--- src/rtl/dvp_rgb565_tx.sv ---
// DVP camera-side transmitter: RGB565 valid/ready stream -> vsync/href/8-bit dout on pclk, low byte first.
// Outputs trail the FSM by one cycle; pix_ready only on byte phase 0 of active cycles, underflow sends FILL.
module dvp_rgb565_tx #(
  parameter int          H_ACTIVE    = 640,
  parameter int          H_BLANK     = 144,
  parameter int          V_ACTIVE    = 480,
  parameter int          VSYNC_LINES = 3,
  parameter int          V_BACK      = 17,
  parameter int          V_FRONT     = 10,
  parameter logic [15:0] FILL        = 16'h0000
) (
  input  logic        pclk,
  input  logic        rst_n,
  input  logic        enable,
  input  logic [15:0] pix_in,
  input  logic        pix_valid,
  output logic        pix_ready,
  output logic [7:0]  dout,
  output logic        href,
  output logic        vsync,
  output logic        busy,
  output logic        frame_done,
  output logic        underflow,
  input  logic        clr_underflow,
  output logic [15:0] frame_cnt
);

  localparam int ACT_LEN  = 2 * H_ACTIVE;
  localparam int LINE_LEN = ACT_LEN + H_BLANK;
  localparam int VS_LEN   = VSYNC_LINES * LINE_LEN;
  localparam int VB_LEN   = V_BACK * LINE_LEN;
  localparam int VF_LEN   = V_FRONT * LINE_LEN;
  localparam int MAX_V1   = (VS_LEN > VB_LEN) ? VS_LEN : VB_LEN;
  localparam int MAX_V    = (MAX_V1 > VF_LEN) ? MAX_V1 : VF_LEN;
  localparam int MAX_CNT  = (MAX_V > LINE_LEN) ? MAX_V : LINE_LEN;
  localparam int CW       = $clog2(MAX_CNT);
  localparam int LW       = (V_ACTIVE > 1) ? $clog2(V_ACTIVE) : 1;

  typedef enum logic [2:0] {
    S_IDLE,
    S_VSYNC,
    S_VBACK,
    S_ACTIVE,
    S_HBLANK,
    S_VFRONT
  } state_t;

  state_t        state;
  logic [CW-1:0] cnt;
  logic [LW-1:0] line;
  logic          phase;
  logic [7:0]    hi_byte;
  logic          last;

  assign pix_ready = (state == S_ACTIVE) && !phase;
  assign busy      = (state != S_IDLE);

  // last cycle of the current state; the single counter is reused by every state
  always_comb begin
    last = 1'b0;
    case (state)
      S_VSYNC:  last = (cnt == CW'(VS_LEN - 1));
      S_VBACK:  last = (cnt == CW'(VB_LEN - 1));
      S_ACTIVE: last = (cnt == CW'(ACT_LEN - 1));
      S_HBLANK: last = (cnt == CW'(H_BLANK - 1));
      S_VFRONT: last = (cnt == CW'(VF_LEN - 1));
      default:  last = 1'b0;
    endcase
  end

  always_ff @(posedge pclk or negedge rst_n) begin
    if (!rst_n) begin
      state      <= S_IDLE;
      cnt        <= '0;
      line       <= '0;
      phase      <= 1'b0;
      hi_byte    <= 8'h00;
      dout       <= 8'h00;
      href       <= 1'b0;
      vsync      <= 1'b0;
      frame_done <= 1'b0;
      underflow  <= 1'b0;
      frame_cnt  <= 16'h0000;
    end else begin
      href       <= (state == S_ACTIVE);
      vsync      <= (state == S_VSYNC);
      frame_done <= 1'b0;
      dout       <= 8'h00;
      cnt        <= (state == S_IDLE || last) ? '0 : cnt + CW'(1);

      if (clr_underflow)
        underflow <= 1'b0;

      if (state == S_ACTIVE) begin
        phase <= ~phase;
        if (!phase) begin
          if (pix_valid) begin
            dout    <= pix_in[7:0];
            hi_byte <= pix_in[15:8];
          end else begin
            // source starved: emit FILL in this slot, the pending pixel waits for the next one
            dout      <= FILL[7:0];
            hi_byte   <= FILL[15:8];
            underflow <= 1'b1;
          end
        end else begin
          dout <= hi_byte;
        end
      end else begin
        phase <= 1'b0;
      end

      case (state)
        S_IDLE:   if (enable) state <= S_VSYNC;
        S_VSYNC:  if (last) state <= S_VBACK;
        S_VBACK:  if (last) state <= S_ACTIVE;
        S_ACTIVE: if (last) state <= S_HBLANK;
        S_HBLANK: begin
          if (last) begin
            if (line == LW'(V_ACTIVE - 1)) begin
              line  <= '0;
              state <= S_VFRONT;
            end else begin
              line  <= line + LW'(1);
              state <= S_ACTIVE;
            end
          end
        end
        S_VFRONT: begin
          if (last) begin
            frame_done <= 1'b1;
            frame_cnt  <= frame_cnt + 16'd1;
            state      <= enable ? S_VSYNC : S_IDLE;
          end
        end
        default:  state <= S_IDLE;
      endcase
    end
  end

endmodule
--- config.mk ---
export PLATFORM = sky130hd
export DESIGN_NAME = dvp_rgb565_tx
export DESIGN_NICKNAME = d
export VERILOG_FILES = /design/src/rtl/dvp_rgb565_tx.sv
export SDC_FILE = /design/constraint.sdc
export NUM_CORES = 1
export LEC_CHECK = 0
export CAP_MARGIN = 40
export CELL_PAD_IN_SITES_DETAIL_PLACEMENT = 1
export CELL_PAD_IN_SITES_GLOBAL_PLACEMENT = 1
export CORE_MARGIN = 10
export CORE_UTILIZATION = 39
export CTS_BUF_LIST = sky130_fd_sc_hd__clkbuf_8
export DETAILED_ROUTE_END_ITERATION = 10
export GPL_TIMING_DRIVEN = 0
export PLACE_DENSITY = 0.8
export SETUP_SLACK_MARGIN = 0.4
export SLEW_MARGIN = 5
export SYNTH_ARGS = -nofsm -noshare
export SYNTH_HDL_FRONTEND = slang
export SYNTH_SLANG_ARGS = --single-unit
--- constraint.sdc ---
create_clock -name pclk -period 2.6 [get_ports pclk]
set_input_delay 0.65 -clock pclk [delete_from_list [all_inputs] [get_ports pclk]]
set_output_delay 0.65 -clock pclk [all_outputs]
set_load 0.01 [all_outputs]
==> results of run 1 <==
-- state kept, by name, summed over array words and instances, names as in the netlist --
register,cells
href,1
phase,1
underflow,1
frame_cnt,16
dout,8
vsync,1
frame_done,1
cnt,15
hi_byte,8
state,3
line,9
-- cell usage in the layout, fill, tap and decap left out, types with 13 or more instances in the layout --
cell type,count
o21ai_0,13
nor2_1,27
dfrtp_1,63
inv_1,15
xnor2_1,16
buf_4,22
clkdlybuf4s50_1,46
xor2_1,13
nand2_1,35
nand3_1,15
-- worst max path at each step --
stage	startpoint	end	slack [ns]
global placement	rst_n	hi_byte[3]	-1.26
floorplan	cnt[0]	line[5]	0.30
detailed placement	state[2]	pix_ready	-0.17
CTS	state[1]	line[5]	0.12
finish	state[1]	line[8]	0.04
global route	state[1]	line[8]	-0.02
-- metrics by stage --
step           hold slack, ns  area [sq um]  worst slack [ns]
2_1_floorplan           0.354          3330             0.302
3_3_place_gp            0.455          3960             -1.26
3_5_place_dp            0.472          3960            -0.172
4_1_cts                 0.420          4330             0.120
5_1_grt                 0.439          4620           -0.0249
6_report                0.387          4620            0.0438
-- cells by family after synthesis --
family	Yosys count	synth area share, %
multiplexers	7	2.32
AND/OR/NAND/NOR	150	24.7
adder cells (fa/ha/maj)	3	1.14
buffers and inverters	35	5.21
AO/OA/AOI/OAI	47	9.90
flip-flops	64	48.7
XOR/XNOR	30	7.99
-- area by class of cell --
| cell class | count | area (sq um) |
|---|---|---|
| timing repair buffer | 72 | 709 |
| inverter | 17 | 63.8 |
| multi-input combinational | 237 | 1730 |
| tap | 105 | 131 |
| clock buffer | 11 | 151 |
| clock inverter | 4 | 68.8 |
| fill | 906 | 3590 |
| buffer | 18 | 160 |
| sequential | 64 | 1600 |
-- critical path, delay by kind of cell (launching register included) --
kind                   cells  cell delay (ns)
AND/OR/NAND/NOR            4             1.15
flip-flops                 1             0.46
buffers and inverters      2             0.42
AO/OA/AOI/OAI              1             0.15
multiplexers               1             0.26
-- timing repair --
item                                    CTS  global route
cloned                                    1             2
endpoints found under the setup margin   49            47
pin swaps                                 2            12
buffers inserted                          7            12
resized for setup                        35            29
-- power groups by stage --
stage,logic [mW],clock network (mW),registers (mW)
floorplan,0.153,0,1.12
global placement,0.223,0,1.14
detailed placement,0.238,0,1.14
CTS,0.257,0.985,1.12
global route,0.302,1.04,1.13
finish,0.267,0.975,1.12
-- metal layers --
metal	vias up	routed length [um]	global-route usage, %
met5	-	0	0
met2	82	5310	25.4
met1	1468	4160	16.8
li1	1334	-	-
met4	0	408	5.14
met3	34	545	4.35
==> metrics.cfg, run 1 <==
[final_layout]
layout.cells.non_filler = 528
num_antenna_cells = 0
syn_to_final_growth_pct = 40.6
utilization_pct = 56.3
layout-drive-gt1-share_pct = 23.9
fin_nets = 443

[status]
status = finished clean

[worst_setup_path]
r2r-end = line[8]
criticalPathCategory = reg -> reg
path_cells = and3b_1 -> buf_6 -> and3_4 -> o221ai_4 -> nor4_2 -> buf_4 -> nand2_1 -> mux2_2
r2r_slack_ns = 0.04
crit_path_max_fanout = 8
critPathLaunchType = flop
worst_path_max_delay_cell = nor4_2
worst_setup_path_end_kind = flop
required_ns = 2.84
r2r_cells = 8
crit-reg2reg-launch = state[1]
crit_arrival_ns = 2.80
max_stage_delay_ns = 0.63

[timing]
hold_viol_final = 0
period_minus_slack_ns = 2.56
slew_headroom_pct = 46.1
fin_crit_sh_pct = 98.3
tightest_slew_ns = 0.808
fmax_ghz = 0.391
fin_setup_tns_ns = 0
rsz0062_at_grt = true
maxSlewViolCount = 0
setup_violations = 0
skew_ns = 0.0188

[synthesis]
synth.yosys.warnings = 0
syn_inst = 336
ys_seq_area_share_pct = 48.7
synthTopCellsByArea = dfrtp_1, xnor2_1, nand2_1, xor2_1, nor2_1
ys_seq_elements = 64
synth_top_area_share_pct = 48.7
synth_area_per_cell_sq_um = 9.78
synth_area_leader_cell = dfrtp_1
synth_cell_type_count = 50
syn_nets = 360
synth.most_common_cell = dfrtp_1
synth_area_sq_mm = 0.00329
netlist_top_cells_count = dfrtp_1, nand2_1, nor2_1
synth_edf_count = 0
synthFlopType = dfrtp_1
synthArstFlopShare_pct = 100

[grt]
grt_max_degree = 65
grt_pass1_wl_um = 15300
overflow = 0
antenna_found_initial = 0
first_global_vias = 2956
grt_usage_pct = 14.7

[clock_network]
cts-root-buf = clkbuf_8
numCtsBuffers = 9
h-tree-depth = 3
path_clk_slew_ns = 0.07
cts_tree = yes
cts_sinks = 64
clock_path_buffers = 2
hold_buffers = 0
insertion_delay_ns = 0.36

[power_and_ir_drop]
p_comb_share_pct = 11.3
power.leakage_nw = 2.05
p_int_mw = 1.75
switching_share_pct = 26.0
ir_drop_uv = 240
p_switching_mw = 0.614
seqPwrFrac_pct = 47.5
p_total_mw = 2.36
powerDensity_mw_per_mm2 = 512
clkPwrFrac_pct = 41.2

[route]
drc = 0
wl_um = 10400
drt-initial-drc-count = 125
via_per_inst = 5.53
via_count = 2918
drtAntennaViolNets = 0
routedWlPerCell_um = 19.7
drt-pass1-iter-count = 4

[placed_design]
place_congestion = 0.862
placedCellCount = 491
dpl.hpwl_um = 6450
port_buffers = 49

[die]
start_util_pct = 40.0
design.die.area_sq_mm = 0.0125
rows = 33
ioPinCount = 51
die_y_um = 112
die_x_um = 112
core_area_sq_mm = 0.00822

[hold_path]
hp-class = in -> async

[run]
drv_cap = 0

Power figures use the tool's default switching activity.
==> inputs of run 2 (changes only) <==
--- a/config.mk
+++ b/config.mk
@@ -5,6 +5,7 @@
 export SDC_FILE = /design/constraint.sdc
 export NUM_CORES = 1
 export LEC_CHECK = 0
+export ABC_CLOCK_PERIOD_IN_PS = 2600
 export CAP_MARGIN = 40
 export CELL_PAD_IN_SITES_DETAIL_PLACEMENT = 1
 export CELL_PAD_IN_SITES_GLOBAL_PLACEMENT = 1
==> results of run 2 <==
No change in the layout: final DEF, timing and power equal those of run 1.
==> inputs of run 3 (changes only) <==
--- a/config.mk
+++ b/config.mk
@@ -13,6 +13,7 @@
 export CORE_UTILIZATION = 39
 export CTS_BUF_LIST = sky130_fd_sc_hd__clkbuf_8
 export DETAILED_ROUTE_END_ITERATION = 10
+export GPL_ROUTABILITY_DRIVEN = 0
 export GPL_TIMING_DRIVEN = 0
 export PLACE_DENSITY = 0.8
 export SETUP_SLACK_MARGIN = 0.4
==> results of run 3 <==
No change in the layout: final DEF, timing and power equal those of run 1.
